===== config.mk =====
export PLATFORM = sky130hd
export DESIGN_NAME = mem_bus_arbiter_flat
export DESIGN_NICKNAME = d
export VERILOG_FILES = /design/src/rtl/mem_bus_arbiter_if.sv /design/src/rtl/mem_bus_arbiter.sv /design/src/flat_wrapper.sv
export SDC_FILE = /design/constraint.sdc
export NUM_CORES = 1
export LEC_CHECK = 0
export CAP_MARGIN = 20
export CELL_PAD_IN_SITES_DETAIL_PLACEMENT = 1
export CELL_PAD_IN_SITES_GLOBAL_PLACEMENT = 2
export CORE_MARGIN = 1
export CORE_UTILIZATION = 25
export DETAILED_ROUTE_END_ITERATION = 10
export GPL_ROUTABILITY_DRIVEN = 1
export GPL_TIMING_DRIVEN = 0
export PLACE_DENSITY_LB_ADDON = 0.1
export SYNTH_ARGS = -nofsm -noshare
export SYNTH_HDL_FRONTEND = slang
export SYNTH_SLANG_ARGS = --single-unit

===== constraint.sdc =====
create_clock -name clkin -period 2.75 [get_ports clkin]
set_clock_uncertainty 0.15 [all_clocks]
set_input_delay 0.55 -clock clkin [delete_from_list [all_inputs] [get_ports clkin]]
set_output_delay 0.55 -clock clkin [all_outputs]
set_load 0.01 [all_outputs]

===== src/rtl/mem_bus_arbiter_if.sv =====
// Bundle of the two requester ports and the memory pins around mem_bus_arbiter.
// The slave modport is the arbiter's view; master is the view of the requesters plus memory.
interface mem_bus_arbiter_if #(
  parameter int unsigned AW = 12,
  parameter int unsigned DW = 16
);
  logic          a_req;
  logic          a_rdwr;
  logic [AW-1:0] a_addr;
  logic [DW-1:0] a_wdata;
  logic          a_lock;
  logic          a_gnt;
  logic          a_ack;
  logic [DW-1:0] a_rdata;

  logic          b_req;
  logic          b_rdwr;
  logic [AW-1:0] b_addr;
  logic [DW-1:0] b_wdata;
  logic          b_gnt;
  logic          b_ack;
  logic [DW-1:0] b_rdata;

  logic [AW-1:0] mem_addr;
  logic [DW-1:0] mem_wdata;
  logic [DW-1:0] mem_rdata;
  logic          mem_rdwr;
  logic          mem_en;
  logic          owner;
  logic          busy;

  modport slave (
    input  a_req, a_rdwr, a_addr, a_wdata, a_lock,
    input  b_req, b_rdwr, b_addr, b_wdata,
    input  mem_rdata,
    output a_gnt, a_ack, a_rdata,
    output b_gnt, b_ack, b_rdata,
    output mem_addr, mem_wdata, mem_rdwr, mem_en, owner, busy
  );

  modport master (
    output a_req, a_rdwr, a_addr, a_wdata, a_lock,
    output b_req, b_rdwr, b_addr, b_wdata,
    output mem_rdata,
    input  a_gnt, a_ack, a_rdata,
    input  b_gnt, b_ack, b_rdata,
    input  mem_addr, mem_wdata, mem_rdwr, mem_en, owner, busy
  );
endinterface


===== src/rtl/mem_bus_arbiter.sv =====
// Two-port arbiter in front of the shared program/data memory: fixed-latency access window,
// round-robin or fixed priority, and a CPU lock that chains back-to-back port A accesses.
module mem_bus_arbiter #(
  parameter int unsigned AW         = 12,
  parameter int unsigned DW         = 16,
  parameter int unsigned MEM_LAT    = 2,
  parameter int unsigned FIXED_PRIO = 0
) (
  input  logic             clkin,
  input  logic             rst,
  mem_bus_arbiter_if.slave bus
);
  localparam int unsigned   CW       = 4;
  localparam logic [CW-1:0] CNT_INIT = CW'(MEM_LAT - 1);

  typedef enum logic [1:0] {IDLE = 2'd0, ACCESS = 2'd1, DONE = 2'd2} state_t;

  state_t        state_q, state_d;
  logic [CW-1:0] cnt_q, cnt_d;
  logic          owner_q, owner_d;
  logic          a_gnt_q, a_gnt_d, b_gnt_q, b_gnt_d;
  logic          a_ack_q, a_ack_d, b_ack_q, b_ack_d;
  logic          mem_en_q, mem_en_d, mem_rdwr_q, mem_rdwr_d;
  logic          busy_q, busy_d;
  logic [AW-1:0] mem_addr_q, mem_addr_d;
  logic [DW-1:0] mem_wdata_q, mem_wdata_d;
  logic [DW-1:0] a_rdata_q, a_rdata_d, b_rdata_q, b_rdata_d;
  logic          start, win_b;

  // State and output registers; reset also aborts an in-flight access
  always_ff @(posedge clkin or negedge rst) begin
    if (!rst) begin
      state_q     <= IDLE;
      cnt_q       <= '0;
      owner_q     <= 1'b1;
      a_gnt_q     <= 1'b0;
      b_gnt_q     <= 1'b0;
      a_ack_q     <= 1'b0;
      b_ack_q     <= 1'b0;
      mem_en_q    <= 1'b0;
      mem_rdwr_q  <= 1'b1;
      busy_q      <= 1'b0;
      mem_addr_q  <= '0;
      mem_wdata_q <= '0;
      a_rdata_q   <= '0;
      b_rdata_q   <= '0;
    end else begin
      state_q     <= state_d;
      cnt_q       <= cnt_d;
      owner_q     <= owner_d;
      a_gnt_q     <= a_gnt_d;
      b_gnt_q     <= b_gnt_d;
      a_ack_q     <= a_ack_d;
      b_ack_q     <= b_ack_d;
      mem_en_q    <= mem_en_d;
      mem_rdwr_q  <= mem_rdwr_d;
      busy_q      <= busy_d;
      mem_addr_q  <= mem_addr_d;
      mem_wdata_q <= mem_wdata_d;
      a_rdata_q   <= a_rdata_d;
      b_rdata_q   <= b_rdata_d;
    end
  end

  // Next-state, arbitration and access sequencing
  always_comb begin
    state_d     = state_q;
    cnt_d       = cnt_q;
    owner_d     = owner_q;
    a_gnt_d     = 1'b0;
    b_gnt_d     = 1'b0;
    a_ack_d     = 1'b0;
    b_ack_d     = 1'b0;
    mem_en_d    = mem_en_q;
    mem_rdwr_d  = mem_rdwr_q;
    mem_addr_d  = mem_addr_q;
    mem_wdata_d = mem_wdata_q;
    a_rdata_d   = a_rdata_q;
    b_rdata_d   = b_rdata_q;
    start       = 1'b0;
    win_b       = 1'b0;

    unique case (state_q)
      IDLE: begin
        if (bus.a_req || bus.b_req) begin
          start = 1'b1;
          // On a tie in round-robin mode the port that did not own the bus last goes next
          win_b = bus.b_req && (!bus.a_req || ((FIXED_PRIO == 0) && !owner_q));
        end
      end
      ACCESS: begin
        if (cnt_q != '0) begin
          cnt_d = cnt_q - CW'(1);
        end else begin
          if (mem_rdwr_q) begin
            if (owner_q) b_rdata_d = bus.mem_rdata;
            else         a_rdata_d = bus.mem_rdata;
          end
          a_ack_d  = !owner_q;
          b_ack_d  = owner_q;
          mem_en_d = 1'b0;
          state_d  = DONE;
        end
      end
      DONE: begin
        if (!owner_q && bus.a_lock && bus.a_req) start = 1'b1;
        else                                     state_d = IDLE;
      end
      default: state_d = IDLE;
    endcase

    if (start) begin
      state_d     = ACCESS;
      cnt_d       = CNT_INIT;
      owner_d     = win_b;
      a_gnt_d     = !win_b;
      b_gnt_d     = win_b;
      mem_en_d    = 1'b1;
      mem_rdwr_d  = win_b ? bus.b_rdwr  : bus.a_rdwr;
      mem_addr_d  = win_b ? bus.b_addr  : bus.a_addr;
      mem_wdata_d = win_b ? bus.b_wdata : bus.a_wdata;
    end

    busy_d = (state_d != IDLE);
  end

  assign bus.a_gnt     = a_gnt_q;
  assign bus.b_gnt     = b_gnt_q;
  assign bus.a_ack     = a_ack_q;
  assign bus.b_ack     = b_ack_q;
  assign bus.a_rdata   = a_rdata_q;
  assign bus.b_rdata   = b_rdata_q;
  assign bus.mem_addr  = mem_addr_q;
  assign bus.mem_wdata = mem_wdata_q;
  assign bus.mem_rdwr  = mem_rdwr_q;
  assign bus.mem_en    = mem_en_q;
  assign bus.owner     = owner_q;
  assign bus.busy      = busy_q;
endmodule


===== src/flat_wrapper.sv =====
// flat-port wrapper written by rule: the top's interface ports become plain ports
module mem_bus_arbiter_flat 
#(
  parameter int unsigned AW         = 12,
  parameter int unsigned DW         = 16,
  parameter int unsigned MEM_LAT    = 2,
  parameter int unsigned FIXED_PRIO = 0
)
  (clkin, rst, bus_a_req, bus_a_rdwr, bus_a_addr, bus_a_wdata, bus_a_lock, bus_b_req, bus_b_rdwr, bus_b_addr, bus_b_wdata, bus_mem_rdata, bus_a_gnt, bus_a_ack, bus_a_rdata, bus_b_gnt, bus_b_ack, bus_b_rdata, bus_mem_addr, bus_mem_wdata, bus_mem_rdwr, bus_mem_en, bus_owner, bus_busy);
  mem_bus_arbiter_if #(.AW(AW), .DW(DW)) bus_i ();
  input  logic clkin;
  input  logic rst;
  input wire logic [$bits(bus_i.a_req)-1:0] bus_a_req;
  input wire logic [$bits(bus_i.a_rdwr)-1:0] bus_a_rdwr;
  input wire logic [$bits(bus_i.a_addr)-1:0] bus_a_addr;
  input wire logic [$bits(bus_i.a_wdata)-1:0] bus_a_wdata;
  input wire logic [$bits(bus_i.a_lock)-1:0] bus_a_lock;
  input wire logic [$bits(bus_i.b_req)-1:0] bus_b_req;
  input wire logic [$bits(bus_i.b_rdwr)-1:0] bus_b_rdwr;
  input wire logic [$bits(bus_i.b_addr)-1:0] bus_b_addr;
  input wire logic [$bits(bus_i.b_wdata)-1:0] bus_b_wdata;
  input wire logic [$bits(bus_i.mem_rdata)-1:0] bus_mem_rdata;
  output wire logic [$bits(bus_i.a_gnt)-1:0] bus_a_gnt;
  output wire logic [$bits(bus_i.a_ack)-1:0] bus_a_ack;
  output wire logic [$bits(bus_i.a_rdata)-1:0] bus_a_rdata;
  output wire logic [$bits(bus_i.b_gnt)-1:0] bus_b_gnt;
  output wire logic [$bits(bus_i.b_ack)-1:0] bus_b_ack;
  output wire logic [$bits(bus_i.b_rdata)-1:0] bus_b_rdata;
  output wire logic [$bits(bus_i.mem_addr)-1:0] bus_mem_addr;
  output wire logic [$bits(bus_i.mem_wdata)-1:0] bus_mem_wdata;
  output wire logic [$bits(bus_i.mem_rdwr)-1:0] bus_mem_rdwr;
  output wire logic [$bits(bus_i.mem_en)-1:0] bus_mem_en;
  output wire logic [$bits(bus_i.owner)-1:0] bus_owner;
  output wire logic [$bits(bus_i.busy)-1:0] bus_busy;
  assign bus_i.a_req = bus_a_req;
  assign bus_i.a_rdwr = bus_a_rdwr;
  assign bus_i.a_addr = bus_a_addr;
  assign bus_i.a_wdata = bus_a_wdata;
  assign bus_i.a_lock = bus_a_lock;
  assign bus_i.b_req = bus_b_req;
  assign bus_i.b_rdwr = bus_b_rdwr;
  assign bus_i.b_addr = bus_b_addr;
  assign bus_i.b_wdata = bus_b_wdata;
  assign bus_i.mem_rdata = bus_mem_rdata;
  assign bus_a_gnt = bus_i.a_gnt;
  assign bus_a_ack = bus_i.a_ack;
  assign bus_a_rdata = bus_i.a_rdata;
  assign bus_b_gnt = bus_i.b_gnt;
  assign bus_b_ack = bus_i.b_ack;
  assign bus_b_rdata = bus_i.b_rdata;
  assign bus_mem_addr = bus_i.mem_addr;
  assign bus_mem_wdata = bus_i.mem_wdata;
  assign bus_mem_rdwr = bus_i.mem_rdwr;
  assign bus_mem_en = bus_i.mem_en;
  assign bus_owner = bus_i.owner;
  assign bus_busy = bus_i.busy;
  mem_bus_arbiter #(.AW(AW), .DW(DW), .MEM_LAT(MEM_LAT), .FIXED_PRIO(FIXED_PRIO)) u_core (.clkin(clkin), .rst(rst), .bus(bus_i));
endmodule

Word level (Yosys, flattened, before mapping) --
Cells that the tools add are included. W data, S select, Z words.
Storage, ports and cells: memory bits (writable) 0, register bits 74, bits of input ports 79, memory bits (read-only) 0, memories kept 0, bits in latches 0, word-level logic and storage cells 61, output and inout port bits 68
Cells by class: reduce and logical (&&, ||, !) cells 17, equality and inequality tests 3, multiply operators 0, add/sub/neg operators 1, order comparisons 0, divide/modulo/power cells 0, muxes and demuxes 24, shift operators 0, bitwise operators 2
Operator list (number):
- $mux W16 | 1
- $mux W1 | 14
- $mux W12 | 1
- $mux W4 | 3
- $reduce_and A4 Y1 | 2
- $mux W2 | 3
- $pmux W2 S3 | 1
- $reduce_bool A2 Y1 | 3
- $reduce_and A2 Y1 | 2
- $reduce_bool A4 Y1 | 1
- $sub A4 B1 Y4 const B | 1
- $logic_and A1 B1 Y1 | 3
- $logic_not A1 Y1 | 3
- $eq A2 B1 Y1 const B | 1
- $eq A2 B2 Y1 const B | 1
- $logic_not A2 Y1 | 1
- $logic_or A1 B1 Y1 | 2
- $ne A2 B1 Y1 const B | 1
- $not A1 Y1 | 2
- $pmux W1 S2 | 1

Depth between registers and ports, before layout --
Gate-level depths: netlist (run 1).
depth after elaboration 7, mapped depth 7, mapped depth without buffers 5

Worst setup path before layout (run 1) --
Ideal clock, no wire load.
path kind reg2reg, from register u_core.cnt_q[0], to register u_core.b_rdata_q[10], in the netlist u_core.bus.b_rdata[10], library setup time 125 ps, data required time 2475 ps, slack 748 ps, period minus slack after synthesis 2002 ps, path buffers 2, data arrival time 1727 ps, cell stages (with the launch flop) 8, cell sequence dfrtp_1 -> inv_1 -> ha_1 -> nor3b_4 -> and4_1 -> buf_6 -> buf_12 -> mux2_4
Between the ends: word-level cells in the longest chain between the ends 3
Ends and longest elaborated chain:
- from (decl) | RTL line mem_bus_arbiter.sv:19 | logic [CW-1:0] cnt_q, cnt_d;
- from (signal assigned) | RTL line mem_bus_arbiter.sv:49 | cnt_q <= cnt_d;
- $reduce_bool A4 Y1 | RTL line mem_bus_arbiter.sv:92 | if (cnt_q != '0) begin
- $not A1 Y1 (no line)
- $reduce_and A4 Y1 (no line)
- to (signal assigned) | RTL line mem_bus_arbiter.sv:61 | b_rdata_q <= b_rdata_d;
- to (decl) | RTL line mem_bus_arbiter.sv:27 | logic [DW-1:0] a_rdata_q, a_rdata_d, b_rdata_q, b_rdata_d;
Every way passes these cells. A chain may end at the register's enable or synchronous reset.

Worst setup path in the final report (run 1) --
Ends and elaborated chain as after synthesis.

==> summary.md, run 1 <==
| Metric | Value |
|---|---|
| TNS Setup | `0 ns` |
| Critical path class | `reg -> reg` |
| R2r worst-path depth | `7` |
| Crit path from | `u_core.cnt_q[0]$_DFFE_PN0P_` |
| Longest Clk Path Bufs | `2` |
| # clock sinks | `74` |
| Most frequent cell after synthesis | `dfrtp_1` |
| EDFF count, synth | `0` |
| Clk root buf | `clkbuf_16` |
| Initial core utilization | `0.259` |
| Clk pwr share | `0.263` |
| Crit-path max FO | `10` |
| Clk slew on worst S/H paths | `0.06 ns` |
| Syn_nets | `between 300 and 400` |
| First-pass GRT wire length | `15000 um` |
| Largest net degree at the start of global routing | `61` |
| Vias | `2754` |
| I/O pin count | `147` |
| Number of port buffers | `146` |
| Dpl ws | `a little under 0.3 ns` |
| Leakage Power | `2.44 nW` |
| CP endpoint | `u_core.bus.b_rdata[10]$_DFFE_PN0P_` |
| Worst Setup Start Kind | `register` |
| # Post-CTS Setup Buffers | `0` |
| CP max stage delay | `0.43 ns` |
| RR Endpoint | `u_core.bus.b_rdata[10]$_DFFE_PN0P_` |
| Initial antenna violation count | `0` |
| Final WS setup | `0.469 ns` |
| Worst-skew pair later-pin latency | `0.33 ns` |
| Register bit total from synthesis | `74` |
| Commonest cells post-synth | `dfrtp_1 (72), inv_1 (65), nand3_1 (30)` |
| Tcrit/Tclk final | `0.829` |
| Total CTS buffers | `9` |
| Num rows | `41` |
| Slowest cell on the critical path | `dfrtp_1` |
| Part of the power in registers | `0.311` |
| Die Wd | `between 100 and 150 um` |
| Logic pwr share | `0.426` |
| Hold Path Class | `reg -> reg` |
| CTS-repair resized insts | `0` |
| Initial DRC count | `between 70 and 80` |
| CTS Hold Bufs | `1` |
| DRT Pass-1 Iters | `4` |
| Final hold violation count | `0` |
| DRC Markers | `0` |
| DPL Wire Length | `slightly below 7000 um` |
| Die Y | `between 100 and 150 um` |
| Number of global-route vias before repair | `just under 3000` |
| Relative slew margins | `0.648` |
| CP arrival | `2.35 ns` |
| Min Tclk post-route | `roughly 2.3 ns` |
| Top-area cell type share of the netlist area | `0.544` |
| Core area | `12800 sq um` |
| Cell Chain, Critical Path | `inv_1, ha_1, nor3b_4, and4_1, buf_6, buf_12, mux2_4` |
| Post-synthesis cell count | `283` |
| FFs w/ async S/R, synth | `1.00` |
| Sw Share | `0.304` |
| Synthesis-to-layout area growth | `64.2%` |
| Synth warn | `0` |
| Peak VDD IR | `356 uV` |
| Setup crit end kind | `register` |
| P per Cell Area | `1140 nW/um^2` |
| Multi-input combinational cell area | `1120 sq um` |
| Mapped cell area | `3310 sq um` |
| Worst hold slack | `0.346 ns` |
| ANT nets after route | `0` |
| Final Setup Violations | `0` |
| Vias per std cell | `4.45` |
| Worst Max-Slew Pin Slew | `0.529 ns` |
| Layout Utilization | `0.426` |
| RR Startpoint | `u_core.cnt_q[0]$_DFFE_PN0P_` |
| Total gr overflow | `0` |
| RSZ-0062 raised after global routing | `no` |
| Mean Syn Cell Area | `11.7 sq um` |
| CTS tree | `yes` |
| Internal | `4.31 mW` |
| Switching Power | `1.88 mW` |
| Unique masters post-synth | `33` |
| DR WL/cell | `~15 um` |
| Final-layout fill cell count | `1394` |
| Register-to-register setup slack | `0.47 ns` |
| Maximum clock frequency | `438 MHz` |
| GRT Total Usage | `0.148` |
| Status | `finished, final reports clean` |
| Sequential Area | `1850 sq um` |
| Tot Pwr | `6.20 mW` |
| Post-synthesis sequential area ratio | `0.560` |
| Antenna Cells | `0` |
| Synth Flop Type | `dfrtp_1` |
| Largest area contributor in the netlist | `dfrtp_1` |
| Die area | `between 10000 and 15000 sq um` |
| Gp weighted congestion | `0.708` |
| # H-tree levels | `3` |
| Ranking of synthesized cells by area | `dfrtp_1 (54%), mux2_4 (9.1%), o221ai_1 (7.7%)` |
| Share of cells above drive strength 1 | `0.145` |
| Layout Nets | `523` |
| Max_cap viols | `0` |
| Max-slew violation count | `0` |
| Worst path required time | `2.81 ns` |
| Routed WL | `9560 um` |
[metrics by stage]
stage / cells / area [sq um]
6_report: 619 / 5440
5_1_grt: 619 / 5440
4_1_cts: 619 / 5440
3_5_place_dp: 602 / 5010
3_3_place_gp: 601 / 4990
2_1_floorplan: 283 / 3310
[power by group through the flow]
| stage | clock network [mW] | logic [mW] | registers (mW) |
|---|---|---|---|
| 3_3_place_gp | 0 | 2.65 | 1.93 |
| 2_1_floorplan | 0 | 1.06 | 2.14 |
| 6_report | 1.63 | 2.64 | 1.93 |
| 3_5_place_dp | 0 | 2.68 | 1.96 |
| 4_1_cts | 1.69 | 2.70 | 1.94 |
| 5_1_grt | 1.72 | 2.91 | 2.01 |
[sequential cells by signal, summed over array words and instances, names as in the netlist]
signal,cells
u_core.state_q,2
u_core.bus.a_rdata,16
u_core.cnt_q,4
u_core.bus.b_rdata,16
u_core.bus.a_ack,1
u_core.bus.mem_addr,12
u_core.bus.mem_rdwr,1
u_core.bus.owner,1
u_core.bus.mem_en,1
u_core.bus.a_gnt,1
u_core.bus.busy,1
u_core.bus.mem_wdata,16
u_core.bus.b_ack,1
u_core.bus.b_gnt,1
[worst min path at each step]
stage,cells past startpoint,end,from,slack [ns]
after floorplan,0,u_core.bus.a_ack$_DFF_PN0_,rst,0.10
after global placement,1,u_core.bus.mem_en$_DFFE_PN0P_,u_core.bus.mem_en$_DFFE_PN0P_,0.34
after detailed placement,1,u_core.bus.a_rdata[11]$_DFFE_PN0P_,rst,0.29
after CTS,1,u_core.bus.mem_en$_DFFE_PN0P_,u_core.bus.mem_en$_DFFE_PN0P_,0.36
after global routing,1,u_core.bus.a_rdata[8]$_DFFE_PN0P_,u_core.bus.a_rdata[8]$_DFFE_PN0P_,0.37
final,1,u_core.bus.mem_en$_DFFE_PN0P_,u_core.bus.mem_en$_DFFE_PN0P_,0.35
[final cells by class]
cell class | instances | share of cell area
buffer | 15 | 0.0173
clock buffer | 9 | 0.0414
clock inverter | 7 | 0.0348
inverter | 65 | 0.0449
multi-input combinational | 129 | 0.206
sequential | 74 | 0.341
tap | 172 | 0.0396
timing repair buffer | 148 | 0.275
[kinds of logic (layout without fill, tap and decap cells)]
family / Yosys count / after routing / synth area share
AOI/OAI and AO/OA: 43 / 43 / 0.104
adders and majority gates: 2 / 2 / 0.00756
buffers and inverters: 80 / 244 / 0.102
DFF: 74 / 74 / 0.560
muxes: 32 / 32 / 0.132
and+or+nand+nor: 52 / 52 / 0.0945
[cells in the final DEF (no fill, tap or decap), types with 4 or more instances in the layout]
master / n
nor2_1: 4
nand3_1: 30
mux2_4: 20
bufinv_16: 6
clkbuf_16: 9
buf_2: 5
o21ai_0: 4
a21oi_1: 4
clkbuf_1: 7
o221ai_1: 29
clkdlybuf4s50_1: 145
dfrtp_1: 72
inv_1: 65
mux2_2: 12
[critical path: cells and delay by family (launching register included)]
| family | cells | cell delay [ns] |
|---|---|---|
| fa+ha+maj | 1 | 0.20 |
| simple gates | 2 | 0.67 |
| buf+inv | 3 | 0.40 |
| flops | 1 | 0.43 |
| mux | 1 | 0.31 |
[layer usage]
layer	wire (um)	vias to the layer above	track usage
met2	4510	102	0.243
li1	-	1281	-
met5	0	-	0
met3	911	9	0.0592
met4	124	0	0.0633
met1	4020	1362	0.170
(Power assumes the default switching activity.)
==> inputs of run 2 (changes only) <==
- CORE_UTILIZATION: 25 -> 23
- clock period: 2.75 -> 2 ns (I/O delays scaled with it)
==> summary.md, run 2 (synthesis gave the netlist of run 1 again) <==
| Metric | Value |
|---|---|
| Status | `finished, final reports clean` |
| Initial DRC count | `115 (+55%)` |
| RR Startpoint | `u_core.cnt_q[0]$_DFFE_PN0P_` |
| Register-to-register setup slack | `0.09 ns (-0.38 ns)` |
| DR WL/cell | `15.6 um (+0.80%)` |
| Tcrit/Tclk final | `0.953 (+0.124)` |
| Share of cells above drive strength 1 | `0.185 (+0.0398)` |
| Total gr overflow | `0 (unchanged)` |
| Total CTS buffers | `9 (unchanged)` |
| Max-slew violation count | `0 (unchanged)` |
| Maximum clock frequency | `524 MHz (+20%)` |
| Initial core utilization | `0.237 (-0.0216)` |
| RSZ-0062 raised after global routing | `yes` |
| ANT nets after route | `0 (unchanged)` |
| Number of global-route vias before repair | `3090 (+5.4%)` |
| Final-layout fill cell count | `1535 (+10%)` |
| Vias per std cell | `4.38 (-1.5%)` |
| Worst Setup Start Kind | `register` |
| CP arrival | `1.98 ns (-0.37 ns)` |
| R2r worst-path depth | `7 (unchanged)` |
| Largest net degree at the start of global routing | `53 (-13%)` |
| Worst Hold End | `u_core.bus.mem_en$_DFFE_PN0P_` |
| Final hold violation count | `0 (unchanged)` |
| I/O pin count | `147 (unchanged)` |
| Leakage Power | `2.50 nW (+2.2%)` |
| Clk slew on worst S/H paths | `0.06 ns (about the same)` |
| Die Wd | `122 um (+4.2%)` |
| Die Y | `122 um (+4.2%)` |
| Synthesis-to-layout area growth | `66.2%` |
| GRT Total Usage | `0.143 (-0.00432)` |
| Layout Nets | `535 (+2.3%)` |
| Final WS setup | `0.0931 ns (-0.376 ns)` |
| Gp weighted congestion | `0.665 (-6.0%)` |
| Die area | `14900 sq um (+8.5%)` |
| Crit-path max FO | `11 (+1)` |
| Vias | `2801 (+1.7%)` |
| CTS tree | `yes` |
| Min Tclk post-route | `1.91 ns (-0.374 ns)` |
| Leading cell type in the layout, fill and taps excluded | `clkdlybuf4s50_1` |
| Tot Pwr | `8.19 mW (+32%)` |
| Hold Path Class | `reg -> reg` |
| Peak VDD IR | `409 uV (+15%)` |
| Relative slew margins | `0.659 (+0.0110)` |
| Critical path class | `reg -> reg` |
| Num rows | `43 (+4.9%)` |
| # H-tree levels | `3 (unchanged)` |
| First-pass GRT wire length | `16100 um (+7.1%)` |
| Worst Max-Slew Pin Slew | `0.512 ns (-0.0164 ns)` |
| Number of port buffers | `146 (unchanged)` |
| DRC Markers | `0 (unchanged)` |
| Max_cap viols | `0 (unchanged)` |
| Setup crit end kind | `register` |
| P per Cell Area | `1490 nW/um^2 (+31%)` |
| Routed WL | `9950 um (+4.1%)` |
| DRT Pass-1 Iters | `3 (-1)` |
| Dpl ws | `-0.337 ns (-0.632 ns)` |
| Hold Path Depth | `1 (unchanged)` |
| Antenna Cells | `0 (unchanged)` |
| Layout Utilization | `0.395 (-0.0307)` |
| Most frequent cells in the layout | `clkdlybuf4s50_1 (143), dfrtp_1 (72), inv_1 (63), nand3_1 (30), o221ai_1 (29)` |
| Worst hold slack | `0.340 ns (-0.00581 ns)` |
| Clk root buf | `clkbuf_16` |
| RR Endpoint | `u_core.bus.b_rdata[14]$_DFFE_PN0P_` |
| Hold Crit Start | `u_core.bus.mem_en$_DFFE_PN0P_` |
| Worst path required time | `2.07 ns (-0.74 ns)` |
| Worst-skew pair later-pin latency | `0.33 ns (about the same)` |
| Core area | `13900 sq um (+9.1%)` |
| # clock sinks | `74 (unchanged)` |
| Initial antenna violation count | `0 (unchanged)` |
| DPL Wire Length | `7050 um (+1.5%)` |
| Longest Clk Path Bufs | `2 (unchanged)` |
| Final Setup Violations | `0 (unchanged)` |
## run 2: changes by cell type in the layout (fill, tap and decap cells not counted), sizes merged
cell	change
buf	+12
bufinv	-4
clkdlybuf4s50	-2
clkinv	+3
dlygate4sd2	+2
inv	+1
## run 2: layout make-up
cell class                 count  area, sq um  share of cell area
sequential                    74         1850               0.337
multi-input combinational    129         1150               0.209
inverter                      65          244              0.0443
tap                          180          225              0.0409
timing repair buffer         161         1620               0.295
clock inverter                 7         92.6              0.0168
buffer                        14         87.6              0.0159
clock buffer                   9          225              0.0409
## run 2: routing by layer
metal,part of all wire,routed length (um),track usage,vias to the layer above
li1,-,-,-,1311
met1,0.43,4230,0.171,1376
met2,0.47,4670,0.234,104
met3,0.093,921,0.0520,10
met4,0.013,133,0.0556,0
met5,0,0,0,-
## run 2: worst max-delay path: stages (launching register included)
cell and delay (ns):
dfrtp_1 0.39, inv_2 0.08, ha_4 0.13, nor3b_4 0.19, and4_1 0.23, buf_6 0.13, buf_12 0.16, mux2_2 0.34
## run 2: what timing repair did
item,CTS,global route
setup buffers,5,7
cloned,1,0
endpoints found under the hold margin,22,0
pin swaps,2,3
hold buffers,1,0
resized for setup,6,16
setup endpoints to repair,28,52
## run 2: through the flow
stage                     setup TNS, ns  area, sq um  cells
after floorplan                 -0.0202         3310    283
after detailed placement         -15.44         5020    610
after global routing           -0.00775         5500    639
final                                 0         5500    639
after CTS                             0         5440    633
after global placement          -207.93         5000    609
## run 2: worst max path at each step
stage,start,endpoint,slack (ns),depth (start not counted)
2_1_floorplan,u_core.cnt_q[0]$_DFFE_PN0P_,u_core.bus.b_rdata[10]$_DFFE_PN0P_,-0.002,7
3_3_place_gp,rst,u_core.bus.mem_wdata[7]$_DFFE_PN0P_,-2.65,1
3_5_place_dp,bus_a_req,u_core.bus.mem_addr[7]$_DFFE_PN0P_,-0.34,5
4_1_cts,u_core.cnt_q[1]$_DFFE_PN0P_,u_core.bus.a_rdata[10]$_DFFE_PN0P_,0.01,7
5_1_grt,u_core.cnt_q[0]$_DFFE_PN0P_,u_core.bus.b_rdata[14]$_DFFE_PN0P_,-0.008,7
6_report,u_core.cnt_q[0]$_DFFE_PN0P_,u_core.bus.b_rdata[14]$_DFFE_PN0P_,0.09,7
## run 2: where the power goes
| group | total (mW) | internal, mW | switching, mW |
|---|---|---|---|
| registers | 2.66 | 2.22 | 0.430 |
| logic | 3.79 | 2.22 | 1.57 |
| clock network | 1.75 | 1.09 | 0.658 |
| total | 8.19 | 5.54 | 2.65 |
